File: src/rtl/rng_range.sv
// rng_range: Fibonacci-LFSR random source with rejection sampling into
// [0, MAX_VALUE-1], valid/ready output handshake and runtime reseeding.
// Optional build macro RNG_NO_REPEAT_EN: also rejects a candidate equal to
// the previously accepted sample (history survives seed_load, not rst_n).
module rng_range #(
  parameter int          LFSR_WIDTH = 16,
  parameter int          MAX_VALUE  = 18,
  parameter int          OUT_WIDTH  = 5,
  parameter logic [31:0] SEED       = 32'd1
) (
  input  logic                  clk,
  input  logic                  rst_n,
  input  logic                  enable,
  input  logic                  seed_load,
  input  logic [LFSR_WIDTH-1:0] seed_in,
  input  logic                  out_ready,
  output logic                  out_valid,
  output logic [OUT_WIDTH-1:0]  random_value,
  output logic [7:0]            reject_cnt
);

  typedef enum logic {FILL, HOLD} state_t;

  localparam logic [LFSR_WIDTH-1:0] SEED_RAW = SEED[LFSR_WIDTH-1:0];
  localparam logic [LFSR_WIDTH-1:0] ONE      = {{(LFSR_WIDTH-1){1'b0}}, 1'b1};
  // A zero seed would lock the LFSR, so it is promoted to 1.
  localparam logic [LFSR_WIDTH-1:0] SEED_EFF = (SEED_RAW == '0) ? ONE : SEED_RAW;
  // One extra bit so MAX_VALUE == 2^OUT_WIDTH is representable.
  localparam logic [OUT_WIDTH:0]    MAX_V    = (OUT_WIDTH+1)'(MAX_VALUE);

  state_t                  state_q;
  logic [LFSR_WIDTH-1:0]   lfsr_q;
  logic [LFSR_WIDTH-1:0]   lfsr_d;
  logic [LFSR_WIDTH-1:0]   seed_fix;
  logic                    out_valid_q;
  logic [OUT_WIDTH-1:0]    random_value_q;
  logic [7:0]              reject_cnt_q;
  logic                    fb;
  logic [OUT_WIDTH-1:0]    cand;
  logic                    in_range;
  logic                    repeat_hit;
  logic                    accept;

  // Parameter legality is enforced at elaboration time.
  if (OUT_WIDTH > LFSR_WIDTH) begin : g_bad_out_width
    $error("rng_range: OUT_WIDTH must not exceed LFSR_WIDTH");
  end
  if (MAX_VALUE < 2 || $clog2(MAX_VALUE) > OUT_WIDTH) begin : g_bad_max
    $error("rng_range: MAX_VALUE must be in [2, 2^OUT_WIDTH]");
  end

  // Maximal-length feedback taps (1-indexed tap k is bit k-1).
  if (LFSR_WIDTH == 8) begin : g_w8
    assign fb = lfsr_q[7] ^ lfsr_q[5] ^ lfsr_q[4] ^ lfsr_q[3];
  end else if (LFSR_WIDTH == 16) begin : g_w16
    assign fb = lfsr_q[15] ^ lfsr_q[14] ^ lfsr_q[12] ^ lfsr_q[3];
  end else if (LFSR_WIDTH == 24) begin : g_w24
    assign fb = lfsr_q[23] ^ lfsr_q[22] ^ lfsr_q[21] ^ lfsr_q[16];
  end else if (LFSR_WIDTH == 32) begin : g_w32
    assign fb = lfsr_q[31] ^ lfsr_q[21] ^ lfsr_q[1] ^ lfsr_q[0];
  end else begin : g_bad_width
    $error("rng_range: LFSR_WIDTH must be 8, 16, 24 or 32");
    assign fb = 1'b0;
  end

  assign lfsr_d   = {lfsr_q[LFSR_WIDTH-2:0], fb};
  assign seed_fix = (seed_in == '0) ? ONE : seed_in;
  // The candidate is taken from the register before this cycle's step.
  assign cand     = lfsr_q[OUT_WIDTH-1:0];
  assign in_range = ({1'b0, cand} < MAX_V);

`ifdef RNG_NO_REPEAT_EN
  logic [OUT_WIDTH-1:0] last_value_q;
  logic                 last_valid_q;
  assign repeat_hit = last_valid_q && (cand == last_value_q);

  // Remember the most recently accepted sample; only rst_n clears it.
  always_ff @(posedge clk or negedge rst_n) begin
    if (!rst_n) begin
      last_value_q <= '0;
      last_valid_q <= 1'b0;
    end else if (!seed_load && state_q == FILL && enable && accept) begin
      last_value_q <= cand;
      last_valid_q <= 1'b1;
    end
  end
`else
  assign repeat_hit = 1'b0;
`endif

  assign accept = in_range && !repeat_hit;

  // Sampling FSM: FILL evaluates candidates, HOLD presents one until taken.
  always_ff @(posedge clk or negedge rst_n) begin
    if (!rst_n) begin
      state_q        <= FILL;
      lfsr_q         <= SEED_EFF;
      out_valid_q    <= 1'b0;
      random_value_q <= '0;
      reject_cnt_q   <= '0;
    end else if (seed_load) begin
      // Reseed wins over everything; any held sample is dropped.
      state_q      <= FILL;
      lfsr_q       <= seed_fix;
      out_valid_q  <= 1'b0;
      reject_cnt_q <= '0;
    end else begin
      if (enable) begin
        lfsr_q <= lfsr_d;
      end
      case (state_q)
        FILL: begin
          if (enable) begin
            if (accept) begin
              random_value_q <= cand;
              out_valid_q    <= 1'b1;
              state_q        <= HOLD;
            end else if (reject_cnt_q != 8'hFF) begin
              reject_cnt_q <= reject_cnt_q + 8'd1;
            end
          end
        end
        HOLD: begin
          // The handshake does not depend on enable.
          if (out_ready) begin
            out_valid_q  <= 1'b0;
            reject_cnt_q <= '0;
            state_q      <= FILL;
          end
        end
        default: state_q <= FILL;
      endcase
    end
  end

  assign out_valid    = out_valid_q;
  assign random_value = random_value_q;
  assign reject_cnt   = reject_cnt_q;

endmodule

File: config.mk
export PLATFORM = sky130hd
export DESIGN_NAME = rng_range
export DESIGN_NICKNAME = d
export VERILOG_FILES = /design/src/rtl/rng_range.sv
export SDC_FILE = /design/constraint.sdc
export NUM_CORES = 1
export LEC_CHECK = 0
export ABC_AREA = 1
export CORE_MARGIN = 5
export CORE_UTILIZATION = 40
export CTS_CLUSTER_SIZE = 30
export DETAILED_ROUTE_END_ITERATION = 6
export PLACE_DENSITY = 0.76
export SLEW_MARGIN = 25
export SYNTH_ARGS = -nofsm -noshare
export SYNTH_HDL_FRONTEND = slang
export SYNTH_SLANG_ARGS = --single-unit
File: constraint.sdc
create_clock -name clk -period 1.6 [get_ports clk]
set_input_delay 0.24 -clock clk [delete_from_list [all_inputs] [get_ports clk]]
set_output_delay 0.24 -clock clk [all_outputs]
set_load 0.02 [all_outputs]
======== Yosys cells after proc, flatten, opt, wreduce, memory -nomap -nowiden ========
Cells that the tools add are included.
word-level totals
  register bits after elaboration ......... 31
  bits of input ports ..................... 21
  output and inout port bits .............. 14
operators by class
  add/subtract/negate cells ............... 1
  $lt $le $gt $ge ......................... 1
  eq/ne operators ......................... 6
  muxes and demuxes ....................... 19
  bitwise logic cells ..................... 5
  reductions and logical operators ........ 5
operators by type and width
  kind                 number
  $mux 16              3
  $mux 8               5
  $logic_not 16->1     1
  $pmux 8 s2           1
  $ne 3x3->1 const B   5
  $add 8x1->8 const B  1
  $mux 1               8
  $ne 8x8->1 const B   1
  $reduce_and 4->1     2
  $lt 5x5->1 const B   1
  $pmux 1 s2           2
  $reduce_and 3->1     1
  $xor 1x1->1          3
  $not 1->1            2
  $reduce_bool 2->1    1

======== Depth between registers and ports, before layout ========
Gate-level depths: netlist (run 1).
  depth after elaboration ................. 6
  mapped depth ............................ 8
  depth with buffers taken out ............ 8

======== Least setup slack after synthesis (run 1) ========
OpenSTA, ideal clock, no wires.
  path kind ............................... reg-to-reg
  start ................................... register reject_cnt_q[0] (netlist: reject_cnt[0])
  end ..................................... register reject_cnt_q[7] (netlist: reject_cnt[7])
  data arrival time ....................... 1339 ps
  data required time ...................... 1483 ps
  slack ................................... 144 ps
  cell stages (with the launch flop) ...... 9
  buffers on the path ..................... 0
  cells stage by stage .................... dfrtp_1 -> ha_1 -> nand3_2 -> nor2_4 -> nand3b_4 -> nand2_4 -> nand2_4 -> nand2_1 -> nand2_1
on the way
  cells in the longest elaborated chain, start to end .. 6
  elaborated cells on any way between the ends .. 9
RTL lines
  what                    RTL line  text
  from (decl)             37        logic [7:0] reject_cnt_q;
  from (signal assigned)  119       reject_cnt_q <= reject_cnt_q + 8'd1;
  $add 8x1->8             119
  $mux 8                  118       end else if (reject_cnt_q != 8'hFF) begin
  $mux 8                  114       if (accept) begin
  $mux 8                  113       if (enable) begin
  $pmux 8 s2              111       case (state_q)
  $mux 8                  101       end else if (seed_load) begin
Parallel ways exist; a longest one is shown, timed or not. The select of a mux whose other input is x is not followed.
A chain may end at the register's enable or synchronous reset.

======== Worst setup path in the final report (run 1) ========
  start ................................... register reject_cnt_q[6] (netlist: reject_cnt[6])
  end ..................................... output reject_cnt[6]
RTL lines
  what       RTL line  text
  to (decl)  19        output logic [7:0] reject_cnt
No word-level cell between the ends.

==> results.json, run 1 <==
{
  "fin_setup_tns_ps": 0,
  "yosys.cell_types.count": 29,
  "die-area_mm2": 0.00559,
  "multi_input_area_um2": 798,
  "synth-xor-area-share_pct": 3.13,
  "grt_max_degree": 32,
  "synth_cells": 207,
  "grt_use_met3_pct": 5.34,
  "track_usage_pct": 16.4,
  "placed_cell_area_mm2": 0.00215,
  "avgSynthCellArea_um2": 8.11,
  "antenna_found_initial": 0,
  "routed_wl_um": 3990,
  "yosys_warnings": 0,
  "rsz0062_at_grt": "no",
  "cts_root_buf": "clkbuf_8",
  "cts_buffers": 5,
  "yosys.area_share.adder_pct": 0.746,
  "arrival_ps": 1300,
  "critPathMaxStageDelay_ps": 620,
  "synth-seq-area-share_pct": 46.3,
  "post-route-min-period_ps": 1540,
  "crit_fanout": 4,
  "synth_edf_count": 0,
  "stdcell_area_mm2": 0.00224,
  "path_cells": "clkdlybuf4s50_1",
  "post-place-cells": 295,
  "fin_crit_sh_pct": 96.5,
  "synthSimpleGateAreaFrac_pct": 33.6,
  "coreArea_mm2": 0.00403,
  "synth_nets": 229,
  "start_util_pct": 41.6,
  "cts_buffer_depth": 2,
  "overflow": 0,
  "crit_type": "register to output port",
  "skew_ps": 6.59,
  "routedWlPerCell_um": 13.2,
  "post-route-util_pct": 55.7,
  "die_h_um": 74.8,
  "layout.nets": 274,
  "worstSkewPairLatency_ps": 290,
  "ys.flop_type": "dfrtp_1",
  "power_mw": 2.15,
  "setup_slack_ps": 56.3,
  "slew_headroom_pct": 73.8,
  "hold_viol_final": 0,
  "dp_hpwl_um": 2980,
  "syn_area_mm2": 0.00168,
  "powerDensity_mw_per_mm2": 959,
  "fin_cells": 303,
  "area_growth_pct": 33.8,
  "ys_seq_elements": 31,
  "place.gp.congestion": 0.802,
  "use_met2_pct": 25.3,
  "vias_per_cell": 4.95,
  "grt_pass1_vias": 1496,
  "startpoint_type": "register",
  "clkTransAtPathRegs_ps": 70,
  "maxCapViolCount": 0,
  "synth_compound_area_share_pct": 10.1,
  "antenna_left": 0,
  "hold_ws_ps": 343,
  "first_iter_violations": 89,
  "setup_viol": 0,
  "grt.busiest_layer": "met2",
  "die_w_um": 74.8,
  "cp.required_ps": 1360,
  "synthArstFlopShare_pct": 100,
  "muxShareOfSynthArea_pct": 0,
  "fmax_mhz": 648,
  "path_buf_inv": 1,
  "leakagePower_nw": 1.09,
  "use_met1_pct": 21.1,
  "worst_pin_slew_ps": 393,
  "drc": 0,
  "final_common_cell": "nand2_1",
  "status": "complete, no violations",
  "tritoncts": "yes",
  "drv_slew": 0,
  "cp_top_family": "buffers and inverters",
  "h-tree-depth": 2,
  "vias": 1500,
  "seq_area_um2": 777,
  "synth_top_family_by_area": "simple AND/OR/NAND/NOR gates",
  "place_ws_ps": -4.62,
  "num_rows": 23,
  "io_pins": 35,
  "endpoint_kind": "output port",
  "drive_gt1_share_pct": 14.6,
  "clkSinkCount": 31,
  "grt_first_pass_wirelength_um": 6810,
  "drt_first_pass_iters": 4,
  "diodes": 0,
  "final_cell_mix": "49 x nand2_1, 30 x dfrtp_1, 27 x nor2_1, 27 x clkdlybuf4s50_1, 18 x nand3_1",
  "cp_slowest_cell": "clkdlybuf4s50_1",
  "fill_cells": 378,
  "peakVddDrop_v": 0.000450,
  "port_buffers": 34,
  "min-delay-path-class": "input pin to asynchronous set/reset pin"
}
## state kept, by name, indices dropped and copies added, names as in the netlist
signal and count:
lfsr_q 16, reject_cnt 8, random_value 5, out_valid 1
state_q 1
## synthesized netlist by cell type (3+ instances only)
| master | number | area (um2) |
|---|---|---|
| nand3_1 | 18 | 90.1 |
| o21ai_0 | 3 | 15.0 |
| a22oi_1 | 3 | 22.5 |
| nor2_1 | 27 | 101 |
| nor2_4 | 4 | 45.0 |
| nand2_4 | 3 | 33.8 |
| buf_2 | 4 | 20.0 |
| o21ai_1 | 6 | 30.0 |
| nor3_1 | 7 | 35.0 |
| nand2_1 | 49 | 184 |
| a21oi_1 | 4 | 20.0 |
| inv_1 | 14 | 52.6 |
| a211oi_1 | 6 | 45.0 |
| inv_2 | 6 | 22.5 |
| dfrtp_1 | 30 | 751 |
| nand2_2 | 3 | 18.8 |
| xnor2_1 | 4 | 35.0 |
## path summary, 6_finish.rpt
check                           slack [ps]       endpoint  depth (start not counted)     startpoint
worst max-delay path                    60  reject_cnt[6]                          1  reject_cnt[6]
min in group clk                       470      lfsr_q[0]                          2      lfsr_q[0]
worst min-delay path                   340        state_q                          2          rst_n
max in group asynchronous              930      lfsr_q[0]                          2          rst_n
worst max register to register         120  reject_cnt[2]                          8  reject_cnt[0]
worst min register to register         470      lfsr_q[0]                          2      lfsr_q[0]
## kinds of logic (layout without fill, tap and decap cells)
family	count (synthesis)	count (layout)
adder cells (fa/ha/maj)	1	1
flip-flops	31	31
XOR/XNOR	6	6
AO/OA/AOI/OAI	27	27
buffers and inverters	25	71
AND/OR/NAND/NOR	117	117
## report_power, final
group	internal, mW	switching, mW
registers	0.883	0.0694
clock network	0.392	0.291
logic	0.244	0.273
## area by class of cell
class	count	share of cell area (%)
timing repair buffer	43	19.2
clock buffer	8	4.46
inverter	20	3.34
tap	50	2.79
multi-input combinational	151	35.6
sequential	31	34.6
## worst reg2reg max path: stages (launching register included)
cell and delay (ps):
dfrtp_1 420, ha_1 220, nand3_2 130, nor2_4 140
nand3b_4 100, nand2_4 130, nand2_4 90, nand2_1 70
nand2_1 50
## routing by layer
metal  vias to the layer above  routed length [um]
met5                         -                   0
met4                         0                 103
met3                        10                 167
met2                        30                1930
met1                       692                1790
li1                        768                   -
## timing repair
action	CTS	global route
gates resized for setup	5	2
hold buffers	0	0
buffers inserted	0	0
hold endpoints to repair	0	0
endpoints found under the setup margin	5	2
No activity file was read; power rests on OpenSTA's default activity.
==> run 2: changes to the inputs <==
--- a/config.mk
+++ b/config.mk
@@ -11,7 +11,9 @@
 export CTS_CLUSTER_SIZE = 30
 export DETAILED_ROUTE_END_ITERATION = 6
 export PLACE_DENSITY = 0.76
+export RECOVER_POWER = 100
 export SLEW_MARGIN = 25
 export SYNTH_ARGS = -nofsm -noshare
 export SYNTH_HDL_FRONTEND = slang
 export SYNTH_SLANG_ARGS = --single-unit
+export TNS_END_PERCENT = 20
==> constraint.sdc (replaced) <==
create_clock -name clk -period 1.66 [get_ports clk]
set_input_delay 0.249 -clock clk [delete_from_list [all_inputs] [get_ports clk]]
set_output_delay 0.249 -clock clk [all_outputs]
set_load 0.02 [all_outputs]
==> run 2 against run 1 <==
Against the previous run:
- clock skew is 5.3 ps higher
- highest routed layer unchanged
- final area fell by 1.7%
- non-clock buffer count did not move
- critical path depth is the same
- critical path type unchanged
- largest power group unchanged
- power decreased by 6.5%
- via count is 3.4% higher
- largest cell class unchanged
- sequential share of layout area grew 0.61 points
- flip-flop and latch count unchanged
==> results.json, run 2 (same netlist as run 1, synthesis figures left out) <==
{
  "vias_per_cell": 5.12,
  "cts_buffer_depth": 2,
  "first_iter_violations": 116,
  "grt_pass1_vias": 1536,
  "final_cell_mix": "50 x nand2_1, 30 x dfrtp_1, 28 x nor2_1, 22 x clkdlybuf4s50_1, 18 x nand3_1",
  "startpoint_type": "register",
  "io_pins": 35,
  "num_rows": 23,
  "skew_ps": 11.9,
  "maxCapViolCount": 0,
  "drive_gt1_share_pct": 13.0,
  "cp.required_ps": 1410,
  "holdBufCountCts": 0,
  "min-delay-path-class": "register to register",
  "hold_ws_ps": 487,
  "track_usage_pct": 16.8,
  "status": "complete, no violations",
  "cts_buffers": 5,
  "dp_hpwl_um": 3020,
  "routedWlPerCell_um": 13.5,
  "overflow": 0,
  "worst_pin_slew_ps": 776,
  "peakVddDrop_v": 0.000490,
  "area_growth_pct": 31.5,
  "largest_register_ffs": 16,
  "slew_headroom_pct": 48.3,
  "vias": 1551,
  "r2r_end": "reject_cnt[0]",
  "fmax_mhz": 625,
  "post-route-min-period_ps": 1600,
  "setup_viol": 0,
  "path_buf_inv": 1,
  "drv_slew": 0,
  "final_common_cell": "nand2_1",
  "r2r_start": "reject_cnt[0]",
  "arrival_ps": 1350,
  "crit_start": "reject_cnt[0]",
  "h-tree-depth": 2,
  "path_cells": "clkdlybuf4s50_1",
  "grt_first_pass_wirelength_um": 7090,
  "drt_first_pass_iters": 4,
  "die-area_mm2": 0.00559,
  "crit_type": "register to output port",
  "rsz0062_at_grt": "no",
  "crit_cells": 1,
  "port_buffers": 34,
  "cp_top_family": "buffers and inverters",
  "top_register": "lfsr_q",
  "endpoint_kind": "output port",
  "rrSetupSlack_ps": 140,
  "layout.nets": 274,
  "diodes": 0,
  "cp_slowest_cell": "clkdlybuf4s50_1",
  "critPathMaxStageDelay_ps": 640,
  "antenna_left": 0,
  "tritoncts": "yes",
  "clkSinkCount": 31,
  "crit_fanout": 5,
  "worstSkewPairLatency_ps": 290,
  "coreArea_mm2": 0.00403,
  "start_util_pct": 41.6,
  "cts_root_buf": "clkbuf_8",
  "grt_max_degree": 32,
  "hold_viol_final": 0,
  "antenna_found_initial": 0,
  "cp-endpoint": "reject_cnt[0]",
  "fin_crit_sh_pct": 96.4,
  "die_h_um": 74.8,
  "rr_worst_depth": 8,
  "place.gp.congestion": 0.810,
  "clkTransAtPathRegs_ps": 60,
  "leakagePower_nw": 1.05,
  "drc": 0,
  "fin_setup_tns_ps": 0,
  "die_w_um": 74.8,
  "routed_wl_um": 4090,
  "powerDensity_mw_per_mm2": 913
}
[run 2: worst min path at each step]
stage | cells past startpoint | from | end | slack (ps)
after floorplan | 0 | rst_n | lfsr_q[10] | -50
after global placement | 2 | lfsr_q[0] | lfsr_q[0] | 460
after detailed placement | 2 | random_value[3] | random_value[3] | 480
after CTS | 2 | rst_n | lfsr_q[13] | 370
after global routing | 2 | lfsr_q[0] | lfsr_q[0] | 510
final | 2 | random_value[1] | random_value[1] | 490
[run 2: layout make-up]
| class | count | area, um2 |
|---|---|---|
| Fill cell | 403 | 1820 |
| Multi-Input combinational cell | 151 | 793 |
| Sequential cell | 31 | 777 |
| Timing Repair Buffer | 43 | 407 |
| Clock buffer | 7 | 86.3 |
| Inverter | 20 | 75.1 |
| Tap cell | 50 | 62.6 |
| Clock inverter | 1 | 5.00 |
[run 2: timing repair]
| action | CTS | global route |
|---|---|---|
| buffers inserted | 0 | 0 |
| setup endpoints to repair | 2 | 3 |
| gates resized for setup | 2 | 3 |
[run 2: metrics by stage]
| step | std cells | instance area [um2] | power (mW) | setup slack (ps) | utilization (%) |
|---|---|---|---|---|---|
| final | 303 | 2210 | 2.01 | 59.8 | 54.8 |
| after global routing | 303 | 2210 | 2.14 | 9.93 | 54.8 |
| after CTS | 303 | 2230 | 2.06 | 1.78 | 55.5 |
| after detailed placement | 295 | 2150 | 1.44 | 46.1 | 53.3 |
| after global placement | 295 | 2150 | 1.43 | 94.0 | 53.3 |
| after floorplan | 207 | 1680 | 1.19 | 204 | - |
[run 2: routing by layer]
layer / wire length [um] / GRT usage (%)
met4: 57 / 5.93
met5: 0 / 0
met1: 1760 / 22.2
met3: 196 / 4.41
met2: 2070 / 26.5
[run 2: power breakdown]
group	leakage [nW]	internal, mW	switching [mW]	total, mW
clock	0.0482	0.334	0.274	0.608
sequential	0.381	0.851	0.0668	0.918
combinational	0.618	0.217	0.270	0.487
total	1.05	1.40	0.611	2.01
==> run 3: changes to the inputs <==
--- a/config.mk
+++ b/config.mk
@@ -6,7 +6,8 @@
 export NUM_CORES = 1
 export LEC_CHECK = 0
 export ABC_AREA = 1
-export CORE_MARGIN = 5
+export ABC_CLOCK_PERIOD_IN_PS = 1660
+export CORE_MARGIN = 2
 export CORE_UTILIZATION = 40
 export CTS_CLUSTER_SIZE = 30
 export DETAILED_ROUTE_END_ITERATION = 6
==> run 3 against run 2 <==
Against the previous run:
- first-iteration DRC count grew 2.6%
- count of clock-buffer cells in the layout is the same
- final area down 2.3%
- flip-flop and latch count stayed put
- setup slack got worse by 25 ps
- power is 2.0% lower
- worst hold slack got worse by 18 ps
- critical endpoint is now reject_cnt[7]
==> results.json, run 3 (same netlist as run 1, synthesis figures left out) <==
{
  "seq_area_um2": 777,
  "h-tree-depth": 2,
  "fill_cells": 383,
  "grt_pass1_vias": 1349,
  "peakVddDrop_v": 0.000482,
  "cts_root_buf": "clkbuf_8",
  "hold_viol_final": 0,
  "coreArea_mm2": 0.00403,
  "first_iter_violations": 119,
  "arrival_ps": 1380,
  "startpoint_type": "register",
  "maxCapViolCount": 0,
  "multi_input_area_um2": 793,
  "antenna_left": 0,
  "grt_use_met3_pct": 3.41,
  "cp_top_family": "buffers and inverters",
  "clkSinkCount": 31,
  "path_buf_inv": 1,
  "stdcell_area_mm2": 0.00215,
  "drt_first_pass_iters": 4,
  "track_usage_pct": 18.2,
  "grt.busiest_layer": "met2",
  "vias": 1467,
  "num_rows": 23,
  "power_frac_comb_pct": 23.3,
  "layout.nets": 270,
  "cp_slowest_cell": "clkdlybuf4s50_1",
  "routedWlPerCell_um": 12.4,
  "tritoncts": "yes",
  "place.gp.congestion": 0.806,
  "rrSetupSlack_ps": 180,
  "r2r_end": "reject_cnt[7]",
  "seqPwrFrac_pct": 46.6,
  "fin_crit_sh_pct": 97.9,
  "largest_register_ffs": 16,
  "fin_cells": 299,
  "r2r_start": "reject_cnt[0]",
  "path_cells": "clkdlybuf4s50_1",
  "use_met1_pct": 24.2,
  "overflow": 0,
  "post-place-cells": 291,
  "crit_type": "register to output port",
  "drv_slew": 0,
  "min_to": "lfsr_q[0]",
  "grt_first_pass_wirelength_um": 6250,
  "use_met2_pct": 29.0,
  "holdCritStartpoint": "lfsr_q[0]",
  "cts_buffers": 5,
  "die_w_um": 68.8,
  "antenna_found_initial": 0,
  "die-area_mm2": 0.00473,
  "whs_path_depth": 2,
  "fmax_mhz": 615,
  "rr_worst_depth": 8,
  "cts_buffer_depth": 2,
  "final_common_cell": "nand2_1",
  "cp.required_ps": 1410,
  "grt_max_degree": 32,
  "start_util_pct": 41.6,
  "critPathMaxStageDelay_ps": 640,
  "slew_headroom_pct": 49.6,
  "switching_power_mw": 0.583,
  "drive_gt1_share_pct": 12.0,
  "diodes": 0,
  "power.clock.fraction_pct": 30.0,
  "vias_per_cell": 4.91,
  "final_cell_mix": "50 x nand2_1, 30 x dfrtp_1, 28 x nor2_1, 23 x clkdlybuf4s50_1, 18 x nand3_1",
  "hold_ws_ps": 469,
  "top_register": "lfsr_q",
  "io_pins": 35,
  "swShare_pct": 29.6,
  "crit_fanout": 5,
  "min-delay-path-class": "register to register",
  "powerDensity_mw_per_mm2": 916,
  "worstSkewPairLatency_ps": 270,
  "setup_viol": 0,
  "p_int_mw": 1.39,
  "area_growth_pct": 28.4,
  "rsz0062_at_grt": "no",
  "die_h_um": 68.8,
  "leakagePower_nw": 1.01,
  "post-route-min-period_ps": 1630,
  "status": "complete, no violations",
  "clkTransAtPathRegs_ps": 60,
  "drc": 0,
  "dp_hpwl_um": 2830,
  "routed_wl_um": 3700,
  "port_buffers": 34,
  "worst_pin_slew_ps": 756,
  "placed_cell_area_mm2": 0.00209,
  "endpoint_kind": "output port",
  "skew_ps": 4.61
}
-- run 3: cell type report --
type / instances / share of cell area, %
Clock buffer: 7 / 4.01
Tap cell: 50 / 2.90
Timing Repair Buffer: 39 / 16.5
Inverter: 20 / 3.48
Multi-Input combinational cell: 151 / 36.8
Clock inverter: 1 / 0.232
Sequential cell: 31 / 36.1
-- run 3: how the worst max path moves through the flow --
stage / start / end / cells past startpoint
floorplan: reject_cnt[0] / reject_cnt[7] / 8
global placement: seed_load / reject_cnt[6] / 9
detailed placement: seed_load / reject_cnt[5] / 9
CTS: reject_cnt[2] / reject_cnt[2] / 1
global route: reject_cnt[7] / reject_cnt[7] / 1
finish: reject_cnt[7] / reject_cnt[7] / 1
-- run 3: stage by stage --
| stage | util [%] | setup slack [ps] | power (mW) | TNS (ps) |
|---|---|---|---|---|
| 5_1_grt | 53.5 | 1.29 | 2.10 | 0 |
| 3_5_place_dp | 51.9 | -62.7 | 1.42 | -375 |
| 2_1_floorplan | - | 204 | 1.19 | 0 |
| 4_1_cts | 54.1 | 5.16 | 2.03 | 0 |
| 3_3_place_gp | 51.9 | -22.6 | 1.41 | -130 |
| 6_report | 53.5 | 34.7 | 1.97 | 0 |
-- run 3: power by group through the flow --
stage / registers [mW] / clock network (mW) / logic (mW)
6_report: 0.920 / 0.592 / 0.460
3_3_place_gp: 0.931 / 0 / 0.478
4_1_cts: 0.924 / 0.615 / 0.488
2_1_floorplan: 0.979 / 0 / 0.213
3_5_place_dp: 0.936 / 0 / 0.486
5_1_grt: 0.933 / 0.654 / 0.513
-- run 3: layer usage --
metal / wire length (um) / share of wire [%]
met1: 1710 / 46
met2: 1820 / 49
met3: 108 / 2.9
met4: 54 / 1.5
met5: 0 / 0
-- run 3: what timing repair did --
item | in CTS | in global routing
endpoints found under the setup margin | 1 | 3
cloned | 0 | 0
buffers inserted | 0 | 0
hold buffers | 0 | 0
gates resized for setup | 1 | 3
